==> config.mk <==
export PLATFORM = sky130hd
export DESIGN_NAME = tdm_demuxer16_flat
export DESIGN_NICKNAME = d
export VERILOG_FILES = /design/src/rtl/tdm_demuxer16_if.sv /design/src/rtl/tdm_demuxer16.sv /design/src/flat_wrapper.sv
export SDC_FILE = /design/constraint.sdc
export NUM_CORES = 1
export LEC_CHECK = 0
export BUFFER_PORTS_ARGS = -buffer_cell sky130_fd_sc_hd__buf_4
export CORE_ASPECT_RATIO = 1.2
export CORE_MARGIN = 5
export CORE_UTILIZATION = 41
export DETAILED_ROUTE_END_ITERATION = 8
export PLACE_DENSITY = 0.66
export SYNTH_ARGS = -nofsm -noshare
export SYNTH_HDL_FRONTEND = slang
export SYNTH_SLANG_ARGS = --single-unit
export TNS_END_PERCENT = 1
==> constraint.sdc <==
create_clock -name clk -period 2.7 [get_ports clk]
set_input_delay 0.27 -clock clk [delete_from_list [all_inputs] [get_ports clk]]
set_output_delay 0.27 -clock clk [all_outputs]
set_load 0.005 [all_outputs]
==> src/rtl/tdm_demuxer16_if.sv <==
// Serial slot stream in, rebuilt parallel frame and status out.
interface tdm_demuxer16_if #(
  parameter int unsigned N = 16
);
  localparam int unsigned SEL_W = $clog2(N);

  logic             in_bit;
  logic             in_valid;
  logic             sof;
  logic [N-1:0]     out;
  logic             out_valid;
  logic [SEL_W-1:0] sel;
  logic             frame_err;

  modport master (
    output in_bit, in_valid, sof,
    input  out, out_valid, sel, frame_err
  );

  modport slave (
    input  in_bit, in_valid, sof,
    output out, out_valid, sel, frame_err
  );
endinterface

==> src/rtl/tdm_demuxer16.sv <==
// TDM demuxer: collects N serial slot bits into a parallel word.
// Slot k lands in out[k]; bad framing is flagged and the partial frame dropped.
module tdm_demuxer16 #(
  parameter int unsigned N = 16
) (
  input logic             clk,
  input logic             rst,
  tdm_demuxer16_if.slave  bus
);
  localparam int unsigned SEL_W = $clog2(N);

  typedef enum logic {
    IDLE = 1'b0,
    RECV = 1'b1
  } state_t;

  state_t           state_q, state_d;
  logic [SEL_W-1:0] slot_q, slot_d;
  logic [N-1:0]     shadow_q, shadow_d;
  logic [N-1:0]     out_q, out_d;
  logic             out_valid_q, out_valid_d;
  logic             frame_err_q, frame_err_d;

  // State and datapath registers; reset discards any frame in progress.
  always_ff @(posedge clk) begin
    if (rst) begin
      state_q     <= IDLE;
      slot_q      <= '0;
      shadow_q    <= '0;
      out_q       <= '0;
      out_valid_q <= 1'b0;
      frame_err_q <= 1'b0;
    end else begin
      state_q     <= state_d;
      slot_q      <= slot_d;
      shadow_q    <= shadow_d;
      out_q       <= out_d;
      out_valid_q <= out_valid_d;
      frame_err_q <= frame_err_d;
    end
  end

  // Next-state and slot capture; pulses default low so they last one cycle.
  always_comb begin
    state_d     = state_q;
    slot_d      = slot_q;
    shadow_d    = shadow_q;
    out_d       = out_q;
    out_valid_d = 1'b0;
    frame_err_d = 1'b0;

    unique case (state_q)
      IDLE: begin
        if (bus.in_valid) begin
          if (bus.sof) begin
            shadow_d[0] = bus.in_bit;
            slot_d      = SEL_W'(1);
            state_d     = RECV;
          end else begin
            frame_err_d = 1'b1;
          end
        end
      end
      RECV: begin
        if (bus.in_valid) begin
          if (bus.sof) begin
            // Premature start: drop partial frame, this beat is the new slot 0.
            frame_err_d = 1'b1;
            shadow_d[0] = bus.in_bit;
            slot_d      = SEL_W'(1);
          end else begin
            shadow_d[slot_q] = bus.in_bit;
            if (slot_q == SEL_W'(N - 1)) begin
              out_d          = shadow_q;
              out_d[N-1]     = bus.in_bit;
              out_valid_d    = 1'b1;
              slot_d         = '0;
              state_d        = IDLE;
            end else begin
              slot_d = slot_q + SEL_W'(1);
            end
          end
        end
      end
      default: state_d = IDLE;
    endcase
  end

  assign bus.out       = out_q;
  assign bus.out_valid = out_valid_q;
  assign bus.sel       = slot_q;
  assign bus.frame_err = frame_err_q;
endmodule

==> src/flat_wrapper.sv <==
// flat-port wrapper written by rule: the top's interface ports become plain ports
module tdm_demuxer16_flat 
#(
  parameter int unsigned N = 16
)
  (clk, rst, bus_in_bit, bus_in_valid, bus_sof, bus_out, bus_out_valid, bus_sel, bus_frame_err);
  tdm_demuxer16_if #(.N(N)) bus_i ();
  input logic clk;
  input logic rst;
  input wire logic [$bits(bus_i.in_bit)-1:0] bus_in_bit;
  input wire logic [$bits(bus_i.in_valid)-1:0] bus_in_valid;
  input wire logic [$bits(bus_i.sof)-1:0] bus_sof;
  output wire logic [$bits(bus_i.out)-1:0] bus_out;
  output wire logic [$bits(bus_i.out_valid)-1:0] bus_out_valid;
  output wire logic [$bits(bus_i.sel)-1:0] bus_sel;
  output wire logic [$bits(bus_i.frame_err)-1:0] bus_frame_err;
  assign bus_i.in_bit = bus_in_bit;
  assign bus_i.in_valid = bus_in_valid;
  assign bus_i.sof = bus_sof;
  assign bus_out = bus_i.out;
  assign bus_out_valid = bus_i.out_valid;
  assign bus_sel = bus_i.sel;
  assign bus_frame_err = bus_i.frame_err;
  tdm_demuxer16 #(.N(N)) u_core (.clk(clk), .rst(rst), .bus(bus_i));
endmodule
* Word level (Yosys, flattened, before mapping)
Index checks and enable logic that the tools add are counted.
** Cells by class
- Equal/unequal tests :: 4
- Magnitude comparators :: 2
- Mux-type cells :: 24
- Add/sub/neg operators :: 1
- Reduce and logical (&&, ||, !) cells :: 5
- Bitwise logic cells :: 3
** Operators with widths (count)
- 4-bit two-way mux :: 5
- 16-bit bitwise mux :: 1
- 1-bit two-way mux :: 13
- 4-bit case mux with 2 select lines :: 1
- 2-bit != test (second input constant) :: 3
- 1-bit case mux with 2 select lines :: 3
- 3-bit AND reduction :: 2
- 4-bit by 5-bit less-than comparator with 1-bit output (second input constant) :: 1
- 4-bit by 1-bit adder with 4-bit output (second input constant) :: 1
- 1-bit demux with 4-bit select :: 1
- 4-bit == test (second input constant) :: 1
- 4-bit by 1-bit >= comparator with 1-bit output (second input constant) :: 1
- 4-bit AND reduction :: 1
- 4-bit OR reduction :: 1
- 1-bit NOT :: 3
- 1-bit logical AND :: 1
** Storage, ports and cells
- Register bits after elaboration :: 39
- Input port bits :: 5
- Output and inout port bits :: 22
- Logic and storage cells :: 46

* Depth between registers and ports, before layout
- Depth after elaboration :: 8
- Mapped depth :: 6
- Gate-level depth less buffers :: 5

* Worst setup path after synthesis
Ideal clock, no wire load.
- Path type :: register -> register
- Start :: register u_core.slot_q[0], in the netlist u_core.bus.sel[0]
- End :: register u_core.out_q[10], in the netlist u_core.bus.out[10]
- Arrival :: 1.366 ns
- Setup time :: 0.069 ns
- Cell stages (with the launch flop) :: 7
- Data required time :: 2.631 ns
- Slack :: 1.266 ns
- Period minus slack after synthesis :: 1.434 ns
- Cells stage by stage :: dfxtp_1 ha_1 nand4b_1 or2_1 buf_6 buf_6 o21ai_1
** Between the ends
- Longest elaborated chain between the ends :: 2
** RTL lines
- start, declared :: line tdm_demuxer16.sv:18 : logic [SEL_W-1:0] slot_q, slot_d;
- start signal, assigned :: line tdm_demuxer16.sv:35 : slot_q <= slot_d;
- 4-bit == test :: line tdm_demuxer16.sv:73 : if (slot_q == SEL_W'(N - 1)) begin
- 4-bit AND reduction (no source line)
- end signal, assigned :: line tdm_demuxer16.sv:37 : out_q <= out_d;
- end, declared :: line tdm_demuxer16.sv:20 : logic [N-1:0] out_q, out_d;
No other way between the ends.
A chain may end at the register's enable or synchronous reset.

* Worst setup path after layout
- Start :: register u_core.slot_q[1], in the netlist u_core.bus.sel[1]
- End :: register u_core.out_q[0], in the netlist u_core.bus.out[0]
The elaborated chain is that of the path after synthesis.

==> run metrics <==
largest net degree at the start of global routing 40; CTS root buffer clkbuf_8; TritonCTS clock tree yes; DRC 0; Horiz. Die Dim 68.73 um; Synth top area share 44.84%; GRT Resource Usage Total 14.10%; CTS Sinks 38; main combinational cell family by area after synthesis simple AND/OR/NAND/NOR gates; nets 217; Post-Syn Area per Cell 8.930 um2; Synth area leader dfxtp_1; storage element area 760.7 um2; CTS buffer count 5; TritonRoute pass-1 iters 4; Hold Path Depth 2; Tcrit/Tclk final 72.15%; RSZ-0062 raised after global routing no; Hold Slack 282.4 ps; Routed WL per cell 13.32 um; crit path from u_core.bus.sel[1]$_SDFFE_PP0P_; status finished clean; Hold Buf Count CTS 0; DRT Wirelength 3476 um; Starting Density 42.71%; Multi-input gate area 837.1 um2; initial DRC count 62; CP Capture Type flop; Design Area, Final 1969 um2; FP Rows 25; CP Cell Sequence ha_1 > nand4b_1 > or2_1 > o21ai_0; HPWL Detailed 2166 um; minimum clock period 1948 ps; Crit Path Class flop to flop; Die Y 80.47 um; Clock Path Buffers 2; final number of max-transition violations 0; Post-synth ARST share 0%; Worst Path Buf+Inv 0; Worst-Margin Slew 636.3 ps; global-route wire length before repair 5775 um; worst r2r path cells 4; maxcap violations 0; warnings from Yosys 0; Pwr per Cell Area 506.5 nW/um2; core box area 3973 um2; I/O pins 27; port bufs 26; most frequent cells after synthesis dfxtp_1 (38), o21ai_0 (26), nand2b_1 (19), nor2b_1 (16), mux2i_1 (15); Worst-Skew Late Latency 280 ps; syn_nets 199; Post-CTS Repair Setup Buffers 0; leakage 0.7221 nW; Post-synth EDFFs 0; most area-consuming cells after synthesis dfxtp_1 (45%), mux2i_1 (8.8%), o21ai_0 (7.7%); CP max stage delay 590 ps; total power 0.9975 mW; share of layout cells above drive strength 1 16.91%; Fin Clk Skew 3.964 ps; required time worst endpoint 2910 ps; count leader, synth dfxtp_1; adder-cell share of the synthesized area 2.950%; Synth cell types 29; vias in the first global route 1232; Post-DP Area 1887 um2; Worst setup SP type flop; Reg clk slew, reported paths 70 ps; Worst Path Max Fanout 17; HP Class input port to flop; Area Overhead vs Synth 16.08%; Fin. Hold Viols 0; setup TNS 0 ps; Mapped Area 1697 um2; Crit path arrival time 2160 ps; H-tree Lvls 2; complex-gate fraction of the synthesized area 14.01%; post-synthesis xor/xnor area fraction 0.5162%; reg-to-reg critical path startpoint u_core.bus.sel[1]$_SDFFE_PP0P_; part of the Yosys area used for sequential elements 44.84%; Fillers 406; simple-gate area share of the yosys netlist 23.01%; GR Overflow Total 0; vias 1306; crit path max-delay cell type or2_1; cell family with most CP delay simple AND/OR/NAND/NOR gates; antenna violation net count after detailed routing 0; Peak VDD IR 0.3344 mV; instance count on the critical path 4; fmax 0.5134 GHz; max_slew headroom 57.58%; GP Congestion 0.7467; post_cts resized 0; flops & latches, synth 38; mux cell area share after synthesis 8.850%; Post-Syn Instances 190; ys flop type dfxtp_1; hold_sp bus_in_valid; setup violators final 0; initial antenna violation count 0; Avg Vias per Cell 5.004; # diodes 0; DIE AREA 5530 um2
## per-layer routing
layer  vias to the layer above  track usage, %  part of all wire (%)
met1                       601           17.14                    47
met5                         -               0                     0
met2                        26           22.25                    46
met3                         5           4.895                   6.2
li1                        674               -                     -
met4                         0           5.848                   1.5
## metrics by stage
| stage | std cells | util [%] | worst slack (ps) |
|---|---|---|---|
| after floorplan | 190 | - | 1266 |
| after global placement | 255 | 47.50 | 805.3 |
| after CTS | 261 | 49.57 | 713.8 |
| after detailed placement | 255 | 47.50 | 739.2 |
| final | 261 | 49.57 | 752.0 |
| after global routing | 261 | 49.57 | 529.8 |
## final timing paths
check	end	slack, ps
max reg2reg	u_core.bus.out[0]$_SDFFE_PP0P_	750
min reg2reg	u_core.bus.out[14]$_SDFFE_PP0P_	480
min	u_core.bus.sel[3]$_SDFFE_PP0P_	280
max	u_core.bus.out[0]$_SDFFE_PP0P_	750
## registers in the layout, summed over array words and instances (netlist names)
name	flops
u_core.shadow_q	15
u_core.bus.out_valid	1
u_core.bus.sel	4
u_core.state_q	1
u_core.bus.out	16
u_core.bus.frame_err	1
## kinds of logic (layout without fill, tap and decap cells)
| family | after synthesis | in the layout |
|---|---|---|
| adder cells (fa/ha/maj) | 4 | 4 |
| AO/OA/AOI/OAI | 44 | 44 |
| AND/OR/NAND/NOR | 68 | 68 |
| XOR/XNOR | 1 | 1 |
| buffers and inverters | 20 | 37 |
| flip-flops | 38 | 38 |
| multiplexers | 15 | 15 |
## layout make-up
class | instances | area share, %
Clock buffer | 6 | 4.193
Inverter | 3 | 0.5718
Sequential cell | 38 | 38.63
Multi-Input combinational cell | 132 | 42.50
Timing Repair Buffer | 28 | 10.67
Tap cell | 54 | 3.431
## report_power, final
part	leakage [nW]	internal, mW	switching, mW
clock network	0.0431	0.197	0.183
registers	0.307	0.565	0.00637
logic	0.372	0.0203	0.0265
total	0.722	0.782	0.216
## placed cells by master (no fill, tap or decap), types with 2 or more instances in the layout
cell	synthesis	routed
buf_4	0	28
mux2i_1	15	15
a21oi_1	3	3
nor3_1	3	3
ha_1	4	4
o21ai_1	9	9
o21ai_0	26	26
inv_1	3	3
nor2b_1	16	16
nand3_1	2	2
nand2_1	4	4
nor2_1	14	14
nand2b_1	19	19
dfxtp_1	38	38
nand4b_1	5	5
clkbuf_8	0	6
Note: power is estimated with default switching activity, not from simulation.
